[src/rtl/riffa_tx_packer.sv]
// Response packer: buffers executor words in a show-ahead FIFO and emits them
// as self-contained RIFFA TX transactions of up to C_MAX_BURST beats.
module riffa_tx_packer #(
  parameter int C_PCI_DATA_WIDTH = 64,
  parameter int C_DEPTH          = 16,
  parameter int C_MAX_BURST      = 8,
  parameter int C_FLUSH_TIMEOUT  = 255
) (
  input  logic                        clk,
  input  logic                        rst,
  input  logic                        in_valid,
  output logic                        in_ready,
  input  logic [C_PCI_DATA_WIDTH-1:0] in_data,
  input  logic                        in_last,
  output logic [$clog2(C_DEPTH):0]    fill_level,
  output logic                        CHNL_TX_CLK,
  output logic                        CHNL_TX,
  input  logic                        CHNL_TX_ACK,
  output logic                        CHNL_TX_LAST,
  output logic [31:0]                 CHNL_TX_LEN,
  output logic [30:0]                 CHNL_TX_OFF,
  output logic [C_PCI_DATA_WIDTH-1:0] CHNL_TX_DATA,
  output logic                        CHNL_TX_DATA_VALID,
  input  logic                        CHNL_TX_DATA_REN
);
  localparam int AW = $clog2(C_DEPTH);
  localparam int CW = AW + 1;
  localparam int BW = $clog2(C_MAX_BURST) + 1;
  localparam int TW = (C_FLUSH_TIMEOUT > 0) ? $clog2(C_FLUSH_TIMEOUT + 1) : 1;
  localparam int WORDS_PER_BEAT = C_PCI_DATA_WIDTH / 32;

  typedef enum logic [1:0] {IDLE, REQ, SEND, DONE} state_t;

  logic [C_PCI_DATA_WIDTH-1:0] mem [C_DEPTH];
  logic [AW-1:0] wr_ptr, rd_ptr;
  logic [CW-1:0] count;
  logic [BW-1:0] beats, n_burst, n_next;
  logic [TW-1:0] timer;
  logic          flush_req;
  state_t        state;
  logic          tx_q, valid_q;
  logic [31:0]   len_q, len_next;
  logic          push, pop;
  logic          has_data, burst_ready, timed_out, start_idle, start_done;

  always_comb begin
    in_ready    = ~rst & (count < CW'(C_DEPTH));
    push        = in_valid & in_ready;
    pop         = valid_q & CHNL_TX_DATA_REN;
    has_data    = (count != '0);
    burst_ready = (count >= CW'(C_MAX_BURST));
    timed_out   = (timer == TW'(C_FLUSH_TIMEOUT));
    start_idle  = has_data & (burst_ready | flush_req | timed_out);
    // Timer is always zero in DONE, so only the burst/flush triggers apply there.
    start_done  = has_data & (burst_ready | flush_req);
    n_next      = burst_ready ? BW'(C_MAX_BURST) : BW'(count);
    len_next    = 32'(n_next) * 32'(WORDS_PER_BEAT);
  end

  assign fill_level         = count;
  assign CHNL_TX_CLK        = clk;
  assign CHNL_TX            = tx_q;
  assign CHNL_TX_LAST       = 1'b1;
  assign CHNL_TX_LEN        = len_q;
  assign CHNL_TX_OFF        = '0;
  assign CHNL_TX_DATA       = mem[rd_ptr];
  assign CHNL_TX_DATA_VALID = valid_q;

  always_ff @(posedge clk) begin
    if (push) mem[wr_ptr] <= in_data;
  end

  always_ff @(posedge clk) begin
    if (rst) begin
      wr_ptr    <= '0;
      rd_ptr    <= '0;
      count     <= '0;
      beats     <= '0;
      n_burst   <= '0;
      timer     <= '0;
      flush_req <= 1'b0;
      state     <= IDLE;
      tx_q      <= 1'b0;
      valid_q   <= 1'b0;
      len_q     <= '0;
    end else begin
      if (push) wr_ptr <= wr_ptr + 1'b1;
      if (pop)  rd_ptr <= rd_ptr + 1'b1;
      case ({push, pop})
        2'b10:   count <= count + 1'b1;
        2'b01:   count <= count - 1'b1;
        default: count <= count;
      endcase

      if (push && in_last)
        flush_req <= 1'b1;
      else if (state == DONE && count == '0)
        flush_req <= 1'b0;

      if (state != IDLE || !has_data || push || start_idle)
        timer <= '0;
      else if (!timed_out)
        timer <= timer + 1'b1;

      case (state)
        IDLE: begin
          if (start_idle) begin
            state   <= REQ;
            n_burst <= n_next;
            beats   <= '0;
            len_q   <= len_next;
            tx_q    <= 1'b1;
          end
        end
        REQ: begin
          if (CHNL_TX_ACK) begin
            state   <= SEND;
            valid_q <= 1'b1;
          end
        end
        SEND: begin
          if (pop) begin
            beats <= beats + 1'b1;
            if (beats == n_burst - 1'b1) begin
              state   <= DONE;
              valid_q <= 1'b0;
              tx_q    <= 1'b0;
              len_q   <= '0;
            end
          end
        end
        DONE: begin
          // Re-arm straight from DONE so back-to-back bursts see a single low cycle.
          if (start_done) begin
            state   <= REQ;
            n_burst <= n_next;
            beats   <= '0;
            len_q   <= len_next;
            tx_q    <= 1'b1;
          end else begin
            state <= IDLE;
          end
        end
        default: state <= IDLE;
      endcase
    end
  end
endmodule
[config.mk]
export PLATFORM = sky130hd
export DESIGN_NAME = riffa_tx_packer
export DESIGN_NICKNAME = d
export VERILOG_FILES = /design/src/rtl/riffa_tx_packer.sv
export SDC_FILE = /design/constraint.sdc
export NUM_CORES = 1
export LEC_CHECK = 0
export CAP_MARGIN = 25
export CORE_MARGIN = 8
export CORE_UTILIZATION = 64
export CTS_CLUSTER_SIZE = 8
export DETAILED_ROUTE_END_ITERATION = 8
export PLACE_DENSITY_LB_ADDON = 0.12
export SETUP_SLACK_MARGIN = 0.2
export SLEW_MARGIN = 25
export SYNTH_ARGS = -nofsm -noshare
export SYNTH_HDL_FRONTEND = slang
export SYNTH_SLANG_ARGS = --single-unit
export TNS_END_PERCENT = 30
[constraint.sdc]
create_clock -name clk -period 14.4 [get_ports clk]
set_input_delay 2.88 -clock clk [delete_from_list [all_inputs] [get_ports clk]]
set_output_delay 2.88 -clock clk [all_outputs]
set_load 0.02 [all_outputs]
==> qor.yml, run 1 <==
route:
  final_ant_viol_nets: 0
  route.detailed.vias_per_inst: 6.49
  drc: 0
  vias: 18700
  drt_first_pass_iters: 7
  detail_route.iter0.violations: 1852
  wl_met1_um: 34200
  wl_met2_um: 45500
  wl_met3_um: 6470
  drt-wirelength-per-cell_um: 30.6
  top_layer: "met5"
  wl_um: 88200
status:
  outcome: "finished clean"
worst_setup_path:
  setup.worst_path.class: "clock port to output port"
  reg2reg_depth: 5
  start_kind: "clock port"
  timing.critical_path.arrival_ps: 7970
  maximum_fanout_encountered_on_the_critical_timing_path: 2
  cp-end-kind: "output port"
  timing.critical_path.required_ps: 11520
synthesis:
  ys_warn_count: 0
  ys_top_cells_by_count: "sky130_fd_sc_hd__edfxtp_1 (1024), sky130_fd_sc_hd__mux4_2 (298), sky130_fd_sc_hd__buf_4 (66), sky130_fd_sc_hd__nor2_1 (44), sky130_fd_sc_hd__dfxtp_1 (42)"
  dominantRegCellSynth: "sky130_fd_sc_hd__edfxtp_1"
  synth.mux.area_fraction: 0.179
  synthCells: 1740
  synth_top_family_by_area: "multiplexers"
  number_of_enable_type_register_cells_in_the_synthesized_netlist: 1024
  synthDominantCellAreaShare: 0.746
  mappedNetlistArea_um2: 41200
  yosys.area_share.simple: 0.0125
  synth_seq_area_share: 0.767
  most_area_hungry_cell_type_in_the_yosys_netlist: "sky130_fd_sc_hd__edfxtp_1"
  netlist-cell-type-count: 51
  synth_fa_ha_area_frac: 0.00565
  synth_area_per_cell_um2: 23.7
  synth-compound-area-share: 0.00662
  synthXorXnorAreaFrac: 0.00419
  async_reset_ff_frac: 0
  yosys_register_bits: 1066
  synth.most_common_cell: "sky130_fd_sc_hd__edfxtp_1"
  netlist_top_cells_area: "sky130_fd_sc_hd__edfxtp_1 (75%), sky130_fd_sc_hd__mux4_2 (16%), sky130_fd_sc_hd__dfxtp_1 (2.0%)"
power:
  power.ir.vdd_worst_v: 0.000122
  combinationalPowerShare: 0.050
  sequentialPowerShare: 0.496
  power.share.switching: 0.202
  p_int_w: 0.00554
  pd_cells_nw_per_um2: 146
  net-switching-power_w: 0.00141
  share_of_total_power_in_the_clock_network: 0.454
  leakage_nw: 14.8
place:
  portBuffers: 146
  dp_hpwl_um: 42800
  placedCellCount: 2693
  routability_cong: 0.770
sta:
  timing.setup.tns_ps: 0
  report.final.slew_viol_count: 0
  grt_setup_unrepaired: "no"
  final.setup_skew_ps: 17.9
  finalHoldViolations: 0
  timing.max_slew.rel_slack: 0.295
  worst_slew_pin_tran_ps: 1060
  setup-violations-final: 0
global_route:
  grt_antenna_before_repair: 9
  vias_in_the_first_global_route: 20300
  grtUsageTotal: 0.244
  largest_net_degree_at_the_start_of_global_routing: 157
  globalRouteOverflowTotal: 0
  grt_pass1_wl_um: 130000
worst_hold_path:
  path_category_of_the_worst_min_delay_check: "register to register"
  hold_depth: 1
clock_tree:
  cts_tree: "built"
  clkSlewWorstSetupHoldPaths_ps: 50
  worstSkewPairLatency_ps: 830
  hold_fix_buffer_count_after_cts: 0
  post_cts_resize_count: 0
  postCtsSetupBuffers: 0
floorplanning:
  fp.dieArea_um2: 72700
  die_x_um: 270
  placeable_core_area_um2: 64000
  fp.dieH_um: 270
  num_rows: 93
  io-pin-count: 207
  floorplan.initialDensity: 0.644
layout:
  layout.nets: 2083
  layout_cell_share_with_drive_strength_beyond_1: 0.261
  finish.cell_count_without_fillers: 2887
  area_delta_synth_final_pct: 15.5
run:
  timing.max_cap.violations: 0
-- sequential cells by signal (all words and copies together), names as in the netlist, 2 cells and up, named ones only --
name         cells
CHNL_TX_LEN      4
beats            4
fill_level       5
mem           1024
n_burst          4
rd_ptr           4
state            2
timer            8
wr_ptr           4
-- stage by stage --
stage	hold WS, ps	utilization	area [µm²]	power (W)	worst slack (ps)
after detailed placement	443	0.678	43400	0.00386	3810
after CTS	455	0.743	47600	0.00700	3540
after global placement	436	0.678	43400	0.00385	3810
final	457	0.744	47600	0.00695	3550
after floorplan	426	-	41400	0.00374	4190
after global routing	496	0.744	47600	0.00714	3520
-- power by group through the flow --
stage	logic, W	registers, W	clock network [W]
2_1_floorplan	0.000232	0.00350	0.00000811
3_3_place_gp	0.000335	0.00350	0.00000933
3_5_place_dp	0.000344	0.00351	0.00000933
4_1_cts	0.000347	0.00345	0.00320
5_1_grt	0.000368	0.00345	0.00333
6_report	0.000344	0.00345	0.00316
-- critical path: stages --
cell	delay [ps]
sky130_fd_sc_hd__clkbuf_16	120
sky130_fd_sc_hd__clkbuf_16	130
sky130_fd_sc_hd__clkdlybuf4s50_1	530
-- kinds of logic (layout without fill, tap and decap cells) --
group / count (synthesis) / count (layout)
AO/OA/AOI/OAI: 38 / 38
XOR/XNOR: 18 / 18
adder cells (fa/ha/maj): 18 / 18
buffers and inverters: 161 / 391
flip-flops: 1066 / 1066
multiplexers: 327 / 327
other: 2 / 64
AND/OR/NAND/NOR: 110 / 110
-- cell type report --
cell class / instances / area [µm²]
sequential: 1066 / 31600
fill: 3481 / 16400
multi-input combinational: 571 / 8890
clock buffer: 180 / 4060
timing repair buffer: 182 / 1780
tap: 855 / 1070
clock inverter: 10 / 110
inverter: 19 / 71.3
antenna: 4 / 10.0
-- routing by layer --
metal  vias up  GRT usage
met4        10     0.0874
met3       150     0.0546
met5         -          0
met1     10000      0.321
met2       796      0.404
li1       7746          -
-- worst paths after layout --
path	startpoint	to	slack, ps
max	clk	CHNL_TX_CLK	3550
min	CHNL_TX_LEN[4]	CHNL_TX_LEN[4]	460
max reg2reg	fill_level[4]	mem[9][30]	10660
min reg2reg	CHNL_TX_LEN[4]	CHNL_TX_LEN[4]	460
-- placed cells by master, fill, tap and decap left out, drive strengths merged, types with 2 or more instances in the layout --
| master | Yosys | routed |
|---|---|---|
| nor2 | 44 | 44 |
| a32o | 3 | 3 |
| clkbuf | 41 | 179 |
| xnor2 | 9 | 9 |
| a211oi | 2 | 2 |
| nor3 | 11 | 11 |
| conb | 2 | 60 |
| a21o | 2 | 2 |
| nor4 | 3 | 3 |
| nand4 | 5 | 5 |
| o21a | 2 | 2 |
| nand2b | 3 | 3 |
| nand2 | 20 | 20 |
| nor2b | 5 | 5 |
| and2 | 2 | 2 |
| buf | 101 | 37 |
| a21oi | 11 | 11 |
| nand3 | 10 | 10 |
| clkdlybuf4s50 | 0 | 146 |
| o32ai | 4 | 4 |
| dfxtp | 42 | 42 |
| or3 | 2 | 2 |
| a211o | 2 | 2 |
| mux2i | 6 | 6 |
| diode | 0 | 4 |
| inv | 19 | 25 |
| nand3b | 2 | 2 |
| o211ai | 2 | 2 |
| o22ai | 2 | 2 |
| mux4 | 320 | 320 |
| clkinv | 0 | 4 |
| o31ai | 2 | 2 |
| edfxtp | 1024 | 1024 |
| xor2 | 8 | 8 |
| ha | 17 | 17 |
No activity file was read; power rests on OpenSTA's default activity.
==> inputs of run 2 (changes only) <==
- CORE_UTILIZATION: 64 -> 60
- clock period: 14.4 -> 11.3 ns (I/O delays scaled with it)
==> run 2 against run 1 <==
Clock skew rose by 8.8 ps. Power grew 28%. First-iteration DRC count fell by 12%. Wire length down 2.0%. Critical path depth unchanged. Worst hold slack lost 6.3 ps. Global-route usage decreased by 1.8 points. Die area rose by 6.3%. Worst setup slack worse by 930 ps. Non-clock buffer count increased by 2. Highest routed layer unchanged. Critical path type unchanged. Clock-buffer cell count shrank 4.
==> qor.yml, run 2 (same netlist as run 1, synthesis figures left out) <==
worst_setup_path:
  maximum_fanout_encountered_on_the_critical_timing_path: 2
  ff2ff_setup_slack_ps: 7560
  cpLargestDelayFamily: "buffers and inverters"
  critical_path.max_stage_delay_ps: 530
  timing.critical_path.required_ps: 9040
  critPathMostFrequentCell: "sky130_fd_sc_hd__clkbuf_16"
  buf_inv_stages_crit_path: 3
  cp-end-kind: "output port"
  timing.critical_path.cells: "clkbuf_16, clkbuf_16, clkdlybuf4s50_1"
  setup.worst_path.class: "clock port to output port"
  cpMaxStageDelayCell: "sky130_fd_sc_hd__clkdlybuf4s50_1"
  timing.critical_path.arrival_ps: 6420
  start_kind: "clock port"
floorplanning:
  die_x_um: 278
  fp.dieArea_um2: 77300
  floorplan.initialDensity: 0.603
  num_rows: 96
  io-pin-count: 207
  placeable_core_area_um2: 68300
  fp.dieH_um: 278
sta:
  report.final.slew_viol_count: 0
  worst_slew_pin_tran_ps: 1040
  timing.final.ws_setup_ps: 2620
  setup-violations-final: 0
  final.setup_skew_ps: 26.7
  timing.max_slew.rel_slack: 0.304
  finalHoldViolations: 0
  grt_setup_unrepaired: "no"
  timing.setup.tns_ps: 0
status:
  outcome: "finished clean"
global_route:
  grt_pass1_wl_um: 129000
  largest_net_degree_at_the_start_of_global_routing: 136
  globalRouteOverflowTotal: 0
  vias_in_the_first_global_route: 19900
  grt_antenna_before_repair: 4
  grtUsageTotal: 0.226
route:
  vias: 18700
  drt_first_pass_iters: 5
  route.detailed.vias_per_inst: 6.43
  drc: 0
  wl_um: 86400
  drt-wirelength-per-cell_um: 29.7
  final_ant_viol_nets: 0
  detail_route.iter0.violations: 1632
layout:
  area_delta_synth_final_pct: 15.8
  most_common_cell_after_layout_fill_and_taps_aside: "sky130_fd_sc_hd__edfxtp_1"
  layout_cell_share_with_drive_strength_beyond_1: 0.262
  finish.cell_count_without_fillers: 2907
  largest_register_ff_count: 1024
  largest_register: "mem"
  finalCoreUtilization: 0.698
  layout.nets: 2085
  final_cell_mix: "sky130_fd_sc_hd__edfxtp_1 (1024), sky130_fd_sc_hd__mux4_2 (298), sky130_fd_sc_hd__clkbuf_16 (162)"
place:
  place_worst_setup_slack_ps: 2880
  routability_cong: 0.765
  dp_hpwl_um: 42700
  placedCellCount: 2721
  portBuffers: 146
run:
  timing.max_cap.violations: 0
clock_tree:
  cts_tree: "built"
  postCtsSetupBuffers: 0
  clkSlewWorstSetupHoldPaths_ps: 50
  hold_fix_buffer_count_after_cts: 0
  worstSkewPairLatency_ps: 830
  post_cts_resize_count: 0
power:
  pd_cells_nw_per_um2: 186
  power.ir.vdd_worst_v: 0.000150
  leakage_nw: 14.8
worst_hold_path:
  path_category_of_the_worst_min_delay_check: "register to register"
-- run 2: layout make-up --
type	count	area, µm²
antenna	1	2.50
clock buffer	176	4110
clock inverter	8	98.8
fill	4035	20600
inverter	19	71.3
multi-input combinational	571	8890
sequential	1066	31600
tap	882	1100
timing repair buffer	184	1830
-- run 2: worst paths after layout --
check,start,end,depth (start not counted)
max,clk,CHNL_TX_CLK,3
min,CHNL_TX_LEN[4],CHNL_TX_LEN[4],1
max reg2reg,fill_level[4],mem[12][45],5
min reg2reg,CHNL_TX_LEN[4],CHNL_TX_LEN[4],1
-- run 2: through the flow --
stage	instance area (µm²)	hold slack (ps)	total power [W]
3_3_place_gp	43400	438	0.00491
6_report	47700	451	0.00887
3_5_place_dp	43500	442	0.00492
2_1_floorplan	41400	426	0.00477
5_1_grt	47700	475	0.00913
4_1_cts	47700	454	0.00895
-- run 2: where the power goes --
part	internal [W]	leakage (nW)	switching [W]
clock network	0.00252	2.06	0.00152
logic	0.000203	3.17	0.000236
registers	0.00438	9.57	0.0000201
total	0.00710	14.8	0.00178
-- run 2: routing by layer --
metal / GRT usage / share of wire / vias to the layer above
met3: 0.0474 / 0.063 / 146
met1: 0.307 / 0.40 / 10100
met2: 0.372 / 0.51 / 670
met5: 0 / 0.00045 / -
met4: 0.0714 / 0.020 / 6
li1: - / - / 7743
==> inputs of run 3 (changes only) <==
- clock period: 11.3 -> 9 ns (I/O delays scaled with it)
==> run 3 against run 2 <==
Design area down 0.13%. Clock-buffer cell count down 2. Sequential share of layout area up 0.084 points. Sequential cell count unchanged. Worst setup slack worse by 690 ps. Final cell count down 0.21%. Clock power up 24%. Critical endpoint unchanged.
==> qor.yml, run 3 (same netlist as run 1, synthesis figures left out) <==
sta:
  report.final.slew_viol_count: 0
  setup-violations-final: 0
  timing.final.ws_setup_ps: 1930
  grt_setup_unrepaired: "no"
  worst_slew_pin_tran_ps: 1000
  finalHoldViolations: 0
  timing.setup.tns_ps: 0
  final.setup_skew_ps: 22.3
  hold_slack_ps: 450
  timing.max_slew.rel_slack: 0.334
place:
  place_worst_setup_slack_ps: 2190
  routability_cong: 0.771
  dp_hpwl_um: 43500
  portBuffers: 146
floorplanning:
  floorplan.initialDensity: 0.603
  io-pin-count: 207
  num_rows: 96
  fp.dieArea_um2: 77300
  placeable_core_area_um2: 68300
  fp.dieH_um: 278
  die_x_um: 278
worst_setup_path:
  timing.critical_path.arrival_ps: 5270
  cpMaxStageDelayCell: "sky130_fd_sc_hd__clkdlybuf4s50_1"
  timing.critical_path.required_ps: 7200
  setup.worst_path.class: "clock port to output port"
  critPathMostFrequentCell: "sky130_fd_sc_hd__clkbuf_16"
  maximum_fanout_encountered_on_the_critical_timing_path: 2
  timing.critical_path.cells: "clkbuf_16, clkbuf_16, clkdlybuf4s50_1"
  cp-end-kind: "output port"
  critical_path.max_stage_delay_ps: 530
  start_kind: "clock port"
  reg2reg_depth: 5
layout:
  area_delta_synth_final_pct: 15.7
  layout.nets: 2078
  final_cell_mix: "sky130_fd_sc_hd__edfxtp_1 (1024), sky130_fd_sc_hd__mux4_2 (298), sky130_fd_sc_hd__clkbuf_16 (160)"
  most_common_cell_after_layout_fill_and_taps_aside: "sky130_fd_sc_hd__edfxtp_1"
  layout_cell_share_with_drive_strength_beyond_1: 0.260
  largest_register: "mem"
  largest_register_ff_count: 1024
global_route:
  grt_pass1_wl_um: 128000
  vias_in_the_first_global_route: 19900
  largest_net_degree_at_the_start_of_global_routing: 132
  grtUsageTotal: 0.222
  grt_antenna_before_repair: 5
  globalRouteOverflowTotal: 0
clock_tree:
  hold_fix_buffer_count_after_cts: 0
  postCtsSetupBuffers: 0
  worstSkewPairLatency_ps: 830
  clkSlewWorstSetupHoldPaths_ps: 50
  cts_tree: "built"
  post_cts_resize_count: 0
route:
  drt_first_pass_iters: 5
  vias: 18300
  detail_route.iter0.violations: 1536
  drc: 0
  wl_um: 84300
  drt-wirelength-per-cell_um: 29.1
  route.detailed.vias_per_inst: 6.32
  final_ant_viol_nets: 0
power:
  leakage_nw: 14.8
  total_power_consumption_w: 0.0111
  power.ir.vdd_worst_v: 0.000204
  pd_cells_nw_per_um2: 233
run:
  timing.max_cap.violations: 0
status:
  outcome: "finished clean"
worst_hold_path:
  path_category_of_the_worst_min_delay_check: "register to register"
  hold_depth: 1
[run 3: layer usage]
layer  global-route usage  wire [µm]  up-vias
met5                    0         44        -
met4               0.0731       1830        6
met3               0.0511       5270      132
met2                0.361      42800      677
met1                0.303      34300     9794
li1                     -          -     7721
[run 3: stage by stage]
step | util | instances | area [µm²]
6_report | 0.697 | 2901 | 47600
5_1_grt | 0.697 | 2901 | 47600
4_1_cts | 0.697 | 2898 | 47600
3_5_place_dp | 0.636 | 2715 | 43500
3_3_place_gp | 0.635 | 2712 | 43400
2_1_floorplan | - | 1798 | 41400
[run 3: final cells by class]
type / instances / area [µm²]
Antenna cell: 2 / 5.00
Clock buffer: 174 / 4060
Clock inverter: 10 / 103
Fill cell: 4023 / 20700
Inverter: 19 / 71.3
Multi-Input combinational cell: 571 / 8890
Sequential cell: 1066 / 31600
Tap cell: 882 / 1100
Timing Repair Buffer: 177 / 1810
[run 3: path summary, 6_finish.rpt]
path / startpoint / endpoint / slack (ps)
worst max-delay path: clk / CHNL_TX_CLK / 1930
worst min-delay path: CHNL_TX_LEN[4] / CHNL_TX_LEN[4] / 450
worst max register to register: fill_level[4] / mem[13][46] / 5480
worst min register to register: CHNL_TX_LEN[4] / CHNL_TX_LEN[4] / 450
[run 3: power by group]
| part | total, W | switching [W] | internal, W |
|---|---|---|---|
| clock network | 0.00502 | 0.00189 | 0.00313 |
| registers | 0.00551 | 0.0000169 | 0.00549 |
| logic | 0.000566 | 0.000310 | 0.000255 |
| total | 0.0111 | 0.00222 | 0.00888 |
[run 3: worst max-delay path: cells and delay by family]
kind / cells / cell delay, ps
buf+inv: 3 / 780
